==> src/rtl/lutnn_if.sv <==
// Image/config bus of the LUT network classifier: pixel vector and truth-table
// write port in, registered one-hot class out.
interface lutnn_if #(
    parameter int NET_INPUTS = 400,
    parameter int NET_OUTPUT = 10
);
    logic [NET_INPUTS-1:0] NET_I;
    logic                  CFG_WE;
    logic [8:0]            CFG_ADDR;
    logic [3:0]            CFG_DATA;
    logic [NET_OUTPUT-1:0] NET_O;

    modport master (output NET_I, CFG_WE, CFG_ADDR, CFG_DATA, input NET_O);
    modport slave  (input NET_I, CFG_WE, CFG_ADDR, CFG_DATA, output NET_O);
endinterface

==> src/rtl/lutnn_top.sv <==
// Two-layer LUT2 network with per-class popcount and lowest-index argmax.
// Input register, then one registered stage for the one-hot class.
module lutnn_top #(
    parameter int NET_INPUTS = 400,
    parameter int NET_OUTPUT = 10
) (
    input  logic   CLK,
    input  logic   RST,
    lutnn_if.slave bus
);
    localparam int N1  = NET_INPUTS / 2;
    localparam int N2  = N1 / 2;
    localparam int NPC = N2 / NET_OUTPUT;
    localparam int A1W = $clog2(N1);
    localparam int A2W = $clog2(N2);
    localparam int SW  = $clog2(NPC + 1);
    localparam int IW  = $clog2(NET_OUTPUT);
    localparam logic [3:0] TBL_AND = 4'b1000;

    logic [NET_INPUTS-1:0] in_q;
    logic                  vld_q;
    logic [NET_OUTPUT-1:0] net_o_q, net_o_d;
    logic [3:0]            t1_q [N1];
    logic [3:0]            t2_q [N2];
    logic [N1-1:0]         l1;
    logic [N2-1:0]         l2;
    logic [SW-1:0]         score [NET_OUTPUT];

    // Write decode: addresses at or above N1+N2 hit neither table.
    logic           we1, we2;
    logic [8:0]     off2;
    logic [A1W-1:0] a1;
    logic [A2W-1:0] a2;

    assign we1  = bus.CFG_WE && (bus.CFG_ADDR < 9'(N1));
    assign we2  = bus.CFG_WE && (bus.CFG_ADDR >= 9'(N1)) && (bus.CFG_ADDR < 9'(N1 + N2));
    assign off2 = bus.CFG_ADDR - 9'(N1);
    assign a1   = bus.CFG_ADDR[A1W-1:0];
    assign a2   = off2[A2W-1:0];

    genvar n;
    generate
        for (n = 0; n < N1; n++) begin : g_l1
            always_ff @(posedge CLK) begin
                if (RST)
                    t1_q[n] <= TBL_AND;
                else if (we1 && a1 == A1W'(n))
                    t1_q[n] <= bus.CFG_DATA;
            end
            assign l1[n] = t1_q[n][{in_q[2*n+1], in_q[2*n]}];
        end
        for (n = 0; n < N2; n++) begin : g_l2
            always_ff @(posedge CLK) begin
                if (RST)
                    t2_q[n] <= TBL_AND;
                else if (we2 && a2 == A2W'(n))
                    t2_q[n] <= bus.CFG_DATA;
            end
            assign l2[n] = t2_q[n][{l1[2*n+1], l1[2*n]}];
        end
    endgenerate

    always_comb begin
        for (int c = 0; c < NET_OUTPUT; c++) begin
            score[c] = '0;
            for (int j = 0; j < NPC; j++)
                score[c] = score[c] + SW'(l2[c*NPC+j]);
        end
    end

    // Strict greater-than keeps the lowest class index on ties.
    logic [SW-1:0] best_s;
    logic [IW-1:0] best_i;
    always_comb begin
        best_s  = score[0];
        best_i  = '0;
        for (int c = 1; c < NET_OUTPUT; c++) begin
            if (score[c] > best_s) begin
                best_s = score[c];
                best_i = IW'(c);
            end
        end
        net_o_d         = '0;
        net_o_d[best_i] = 1'b1;
    end

    // vld_q holds the output at zero until IN_R carries a post-reset sample.
    always_ff @(posedge CLK) begin
        if (RST) begin
            in_q    <= '0;
            vld_q   <= 1'b0;
            net_o_q <= '0;
        end else begin
            in_q    <= bus.NET_I;
            vld_q   <= 1'b1;
            net_o_q <= vld_q ? net_o_d : '0;
        end
    end

    assign bus.NET_O = net_o_q;
endmodule

==> src/flat_wrapper.sv <==
// flat-port wrapper written by rule: the top's interface ports become plain ports
module lutnn_top_flat 
#(
    parameter int NET_INPUTS = 400,
    parameter int NET_OUTPUT = 10
)
  (CLK, RST, bus_NET_I, bus_CFG_WE, bus_CFG_ADDR, bus_CFG_DATA, bus_NET_O);
  lutnn_if #(.NET_INPUTS(NET_INPUTS), .NET_OUTPUT(NET_OUTPUT)) bus_i ();
  input  logic CLK;
  input  logic RST;
  input wire logic [$bits(bus_i.NET_I)-1:0] bus_NET_I;
  input wire logic [$bits(bus_i.CFG_WE)-1:0] bus_CFG_WE;
  input wire logic [$bits(bus_i.CFG_ADDR)-1:0] bus_CFG_ADDR;
  input wire logic [$bits(bus_i.CFG_DATA)-1:0] bus_CFG_DATA;
  output wire logic [$bits(bus_i.NET_O)-1:0] bus_NET_O;
  assign bus_i.NET_I = bus_NET_I;
  assign bus_i.CFG_WE = bus_CFG_WE;
  assign bus_i.CFG_ADDR = bus_CFG_ADDR;
  assign bus_i.CFG_DATA = bus_CFG_DATA;
  assign bus_NET_O = bus_i.NET_O;
  lutnn_top #(.NET_INPUTS(NET_INPUTS), .NET_OUTPUT(NET_OUTPUT)) u_core (.CLK(CLK), .RST(RST), .bus(bus_i));
endmodule
==> config.mk <==
export PLATFORM = sky130hd
export DESIGN_NAME = lutnn_top_flat
export DESIGN_NICKNAME = d
export VERILOG_FILES = /design/src/rtl/lutnn_if.sv /design/src/rtl/lutnn_top.sv /design/src/flat_wrapper.sv
export SDC_FILE = /design/constraint.sdc
export NUM_CORES = 2
export LEC_CHECK = 0
export ABC_AREA = 0
export BUFFER_PORTS_ARGS = -buffer_cell sky130_fd_sc_hd__buf_2
export CAP_MARGIN = 20
export CELL_PAD_IN_SITES_DETAIL_PLACEMENT = 0
export CELL_PAD_IN_SITES_GLOBAL_PLACEMENT = 1
export CORE_UTILIZATION = 40
export CTS_CLUSTER_DIAMETER = 120
export DETAILED_ROUTE_END_ITERATION = 16
export GPL_TIMING_DRIVEN = 0
export PLACE_DENSITY = 0.73
export SYNTH_ARGS = -nofsm -noshare
export SYNTH_HDL_FRONTEND = slang
export SYNTH_SLANG_ARGS = --single-unit
==> constraint.sdc <==
create_clock -name CLK -period 19.3 [get_ports CLK]
set_clock_uncertainty 0.2 [all_clocks]
set_input_delay 0.965 -clock CLK [delete_from_list [all_inputs] [get_ports CLK]]
set_output_delay 0.965 -clock CLK [all_outputs]
set_load 0.01 [all_outputs]
After elaboration in Yosys (flattened, before gate mapping)
Memory sizes are Yosys's and may differ from the RTL's.
Cells that the tools add are included.
{ "word_totals": {"register_bits": 411, "latchBits": 0, "mem_bits_rw": 1200, "romBits": 0, "input_bits": 416, "out_inout_bits": 10, "elab_cells": 3138, "memories": 2} }
{ "mem_list": {"columns": ["name", "words", "width", "read_ports", "rd_ports_with_merged_regs", "wr", "line", "source"], "rows": [
  ["u_core.t1_q", 200, 4, 200, 0, 200, "lutnn_top.sv:23", "logic [3:0] t1_q [N1];"],
  ["u_core.t2_q", 100, 4, 100, 0, 100, "lutnn_top.sv:24", "logic [3:0] t2_q [N2];"]
]} }
{ "op_classes": {"n_addsub": 91, "mul": 0, "div_mod_pow": 0, "n_lt_le_gt_ge": 314, "eq_ne": 298, "shifts": 0, "mux": 1822, "n_bitwise": 301, "n_reduce_logical": 307} }
{ "op_table": {"columns": ["operator", "count"], "rows": [
  ["$mux W4", 310],
  ["$mux W1", 1205],
  ["$lt A2 B3 Y1 const B", 300],
  ["$bmux W1 S2", 300],
  ["$eq A8 B8 Y1 const B", 72],
  ["$eq A8 B7 Y1 const B", 64],
  ["$add A4 B1 Y4", 80],
  ["$logic_and A1 B1 Y1", 304],
  ["$or A1 B1 Y1", 300],
  ["$eq A8 B6 Y1 const B", 32],
  ["$eq A7 B7 Y1 const B", 36],
  ["$eq A7 B6 Y1 const B", 32],
  ["$eq A8 B5 Y1 const B", 16],
  ["$eq A7 B5 Y1 const B", 16],
  ["$eq A8 B4 Y1 const B", 8],
  ["$eq A7 B4 Y1 const B", 8],
  ["$gt A4 B4 Y1", 9],
  ["$eq A8 B3 Y1 const B", 4],
  ["$eq A7 B3 Y1 const B", 4],
  ["$add A1 B1 Y2", 10],
  ["$eq A8 B2 Y1 const B", 2],
  ["$eq A7 B2 Y1 const B", 2],
  ["$mux W3", 4],
  ["$ge A9 B8 Y1 const B", 1],
  ["13 further kinds", 14]
]} }

Longest topological paths before layout
An unclocked memory read counts as a cell.
{ "depth": {"word_depth": 36, "ltp_mapped": 94, "ltp_nobuf": 91} }

Least setup slack after synthesis
No wires, ideal clock.
{ "synth_timing": {"path_type": "register -> register", "startpoint": "register u_core.in_q[42]", "endpoint": "register u_core.net_o_q[3], in the netlist u_core.bus.NET_O[3]", "setup_ps": 103, "arrival_ps": 18351, "t_required_ps": 18997, "slack_ps": 646, "path_stages_with_launch": 85, "n_path_buf": 3, "synth_period_minus_slack_ps": 18654, "cell_sequence": "dfxtp_1 > mux4_2 > a211oi_1 > a21oi_1 > ha_1 > inv_1 > fa_1 > fa_1 > fa_1 > fa_1 > fa_1 > inv_1 > ha_1 > nand2b_1 > and2_1 > a21oi_1 > maj3_1 > a21oi_1 > [... 49 more ...] > mux2i_1 > ha_1 > o21ai_0 > nand2b_1 > a21oi_1 > a41o_1 > clkbuf_1 > mux2_2 > ha_1 > nor2b_1 > o21ai_0 > nand2b_1 > a21oi_1 > a41o_1 > nand3_1 > inv_1 > nand4_4 > a2111oi_2"} }
{ "synth_via": {"elab_chain_cells": 35, "word_cells_on_any_way": 44, "classes_between": "9 x add/sub; 11 x order compare; 23 x mux; 1 x reduce/logical"} }
{ "synth_lines": {"columns": ["element", "line", "source"], "rows": [
  ["from (decl)", "lutnn_top.sv:20", "logic [NET_INPUTS-1:0] in_q;"],
  ["from (signal assigned)", "lutnn_top.sv:94", "in_q <= bus.NET_I;"],
  ["$bmux W1 S2 (*)", "lutnn_top.sv:50", "assign l1[n] = t1_q[n][{in_q[2*n+1], in_q[2*n]}];"],
  ["$mux W1 (implied by the code) (*)", "lutnn_top.sv:50", null],
  ["$bmux W1 S2 (*)", "lutnn_top.sv:59", "assign l2[n] = t2_q[n][{l1[2*n+1], l1[2*n]}];"],
  ["$mux W1 (implied by the code) (*)", "lutnn_top.sv:59", null],
  ["$add A1 B1 Y2 (*)", "lutnn_top.sv:67", "score[c] = score[c] + SW'(l2[c*NPC+j]);"],
  ["$add A4 B1 Y4 (*) (8 in a row)", "lutnn_top.sv:67", null],
  ["$gt A4 B4 Y1", "lutnn_top.sv:78", "if (score[c] > best_s) begin"],
  ["$mux W4", "lutnn_top.sv:78", null],
  ["[... 12 more ...]", null, null],
  ["$gt A4 B4 Y1", "lutnn_top.sv:78", null],
  ["$mux W4", "lutnn_top.sv:78", null],
  ["$gt A4 B4 Y1", "lutnn_top.sv:78", null],
  ["$mux W4 (*)", "lutnn_top.sv:78", null],
  ["$lt A4 B5 Y1 (implied by the code) / $ge A4 B1 Y1 (equally long branches)", "lutnn_top.sv:84", "net_o_d[best_i] = 1'b1;"],
  ["$logic_and A1 B1 Y1 (implied by the code)", "lutnn_top.sv:84", null],
  ["$mux W1 (implied by the code)", "lutnn_top.sv:84", null],
  ["$demux W1 S4 (*)", null, null],
  ["to (signal assigned)", "lutnn_top.sv:96", "net_o_q <= vld_q ? net_o_d : '0;"],
  ["to (decl)", "lutnn_top.sv:22", "logic [NET_OUTPUT-1:0] net_o_q, net_o_d;"]
]} }
Mark *: on every way between the ends. The rest lies on a longest branch, timed or not. The select of a mux whose other input is x is not followed.
A chain may end at the register's enable or synchronous reset.

==> results.json <==
{
  "hold_path.class": "in -> reg",
  "rr_startpoint": "u_core.t1_q[0][87]",
  "finalSetupViolCount": 0,
  "multi_input_area_um2": 22000,
  "hold_viol": 0,
  "cts_tree": "done",
  "reg2reg_slack_ps": 560,
  "ios": 426,
  "seqCellArea_um2": 44300,
  "rr_endpoint": "u_core.bus.NET_O[3]",
  "cp_max_fo": 7,
  "critPathCapture": "u_core.bus.NET_O[3]",
  "clk_pin_slew_ps": 60,
  "initial_core_util": 0.403,
  "critical_path_depth": 86,
  "synth_seq_cells": 1611,
  "crit_buf_inv": 13,
  "synth_area_leaders": "edfxtp_1 54%, dfxtp_1 12%, mux4_2 6.7%",
  "status": "complete, no violations",
  "nFillCells": 15100,
  "final_core_util": 0.478,
  "ctsHoldBuffers": 0,
  "timing.fmax_mhz": 53.4,
  "drv_slew": 0,
  "drc": 0,
  "die_w_um": 412,
  "synth.top_cells.by_count": "1200 x edfxtp_1, 987 x nor2_1, 878 x nand2_1",
  "cpPeakStageDelay_ps": 600,
  "crit_slowest_cell": "mux4_2",
  "grt_pass1_wl_mm": 342,
  "finish.instance_area_um2": 79800,
  "antenna_found_initial": 32,
  "portBuffers": 424,
  "ys_seq_area_frac": 0.658,
  "wl_per_cell_um": 30.2,
  "maxSlewHeadroom": 0.138,
  "yosysMostFrequentCell": "edfxtp_1",
  "final.min_clock_period_ps": 18740,
  "cts_sinks": 1611,
  "synth_cells": 5365,
  "crit_top_cell": "ha_4",
  "timing.setup.tns_ps": 0,
  "grt_pass1_vias": 44500,
  "cp-end-kind": "flip-flop",
  "critPathLaunch": "u_core.t1_q[0][87]",
  "cts_buffers": 167,
  "insertion_delay_ps": 850,
  "yosys.area.top_type_share": 0.536,
  "synth_top_area_cell": "edfxtp_1",
  "worstSetupStartpointType": "flip-flop",
  "die-area_um2": 170000,
  "wl_mm": 254,
  "nNetsFinal": 6616,
  "rr_worst_depth": 86,
  "criticalPathCategory": "reg -> reg",
  "async_reset_ff_frac": 0,
  "place_area_um2": 73400,
  "die_h_um": 412,
  "synth.distinct_cells": 78,
  "drtAntennaViolNets": 0,
  "ys_warn_count": 0,
  "globalRouteOverflowTotal": 0,
  "dr.pass1.iters": 6,
  "worst_hold_slack_ps": 124,
  "core_um2": 167000,
  "cts_root_buffer": "clkbuf_16",
  "vias": 47200,
  "tightestPinTransition_ps": 1290,
  "hpwl_mm": 191,
  "fin_crit_sh": 0.971,
  "track_usage": 0.296,
  "drt_first_iter_violations": 6347,
  "worst_path_dominant_cell_family": "adder cells",
  "synth_edf_count": 1200,
  "syn_to_final_growth_pct": 18.7,
  "cts_buffer_depth": 3,
  "syn_area_per_cell_um2": 12.5,
  "synth_nets": 5916,
  "viasPerCell": 5.60,
  "arrival_ps": 19240,
  "gp_congestion": 0.987,
  "maxCapViolations": 0,
  "grt_max_degree": 17,
  "worstPathRequired_ps": 19810,
  "std_cell_rows": 150,
  "ys.flop_type": "edfxtp_1",
  "drive_above_1_share": 0.196,
  "h-tree-depth": 4,
  "netlist_area_um2": 67300
}
## layer usage
metal	track usage	vias to the layer above	routed length [µm]
li1	-	20000	-
met1	0.380	23500	95100
met2	0.459	2959	115000
met3	0.0751	636	28300
met4	0.163	30	15800
met5	0	-	186
## worst register-to-register path: cells and delay by family (launching register included)
family,cells,cell delay (ps)
adder cells (fa/ha/maj),18,6220
AO/OA/AOI/OAI,28,5440
multiplexers,8,2600
AND/OR/NAND/NOR,19,2570
buffers and inverters,13,1200
flip-flops,1,370
## flip-flops by register name, indices dropped and copies added (netlist names)
| signal | cells |
|---|---|
| u_core.t1_q | 800 |
| u_core.in_q | 400 |
| u_core.t2_q | 400 |
| u_core.bus.NET_O | 10 |
| u_core.vld_q | 1 |
## worst min path at each step
stage                             start             endpoint  slack [ps]  cells after the start
after detailed placement   u_core.vld_q  u_core.bus.NET_O[9]         330                      1
after global placement     u_core.vld_q  u_core.bus.NET_O[9]         330                      1
after global routing      bus_NET_I[99]      u_core.in_q[99]         100                      2
final                     bus_NET_I[99]      u_core.in_q[99]         120                      2
after floorplan            u_core.vld_q  u_core.bus.NET_O[9]         260                      1
after CTS                 bus_NET_I[99]      u_core.in_q[99]          90                      2
## cell type report
class                           instances  share of cell area
Multi-Input combinational cell       3356               0.276
Clock buffer                          230              0.0616
Tap cell                             2204              0.0345
Buffer                                326              0.0162
Antenna cell                           15            0.000470
Timing Repair Buffer                  532              0.0437
Sequential cell                      1611               0.555
Clock inverter                         81             0.00973
Inverter                               71             0.00334
## cell families (layout without fill, tap and decap cells)
logic type,Yosys count,in the layout,synth area share
and+or+nand+nor,2476,2476,0.161
other,0,15,0
buffers and inverters,398,1240,0.0223
DFF,1611,1611,0.658
AOI/OAI and AO/OA,375,375,0.0343
muxes,347,347,0.0897
adders and majority gates,138,138,0.0323
xor gates and xnor gates,20,20,0.00283
## repair_timing
action                                  CTS  global route
endpoints found under the setup margin   10            10
endpoints found under the hold margin     0             0
resized for setup                        49            45
setup buffers                            13            22
pin swaps                                10            30
## cells in the final DEF (no fill, tap or decap), types with 10 or more instances in the layout
master | Yosys | routed
buf_1 | 13 | 13
o21ai_0 | 141 | 135
clkbuf_1 | 313 | 303
buf_8 | 0 | 32
nand2b_1 | 17 | 16
a211oi_1 | 73 | 69
nand2_1 | 878 | 877
nor3_1 | 30 | 17
clkbuf_16 | 0 | 180
edfxtp_1 | 1200 | 1200
diode_2 | 0 | 15
nor2b_1 | 486 | 485
a21oi_1 | 88 | 81
buf_16 | 0 | 14
clkinv_2 | 0 | 35
mux2i_1 | 110 | 105
dfxtp_1 | 411 | 408
buf_2 | 0 | 429
xnor2_1 | 10 | 10
nor3_2 | 0 | 13
inv_1 | 70 | 65
ha_1 | 75 | 66
clkbuf_2 | 0 | 34
buf_4 | 0 | 43
nor2_2 | 0 | 17
clkbuf_8 | 0 | 22
nand3_1 | 28 | 26
mux2_2 | 36 | 36
nor2_1 | 987 | 970
mux4_2 | 200 | 200
fa_1 | 60 | 54
buf_6 | 1 | 17
## stage by stage
| step | cells | setup slack [ps] |
|---|---|---|
| floorplan | 5365 | 646 |
| global placement | 7993 | -3340 |
| detailed placement | 8063 | -3470 |
| CTS | 8386 | 82.2 |
| global route | 8417 | -164 |
| finish | 8426 | 563 |
Power is not shown: default switching activity piles up to over one toggle a cycle in this logic, so the estimate is an artifact.
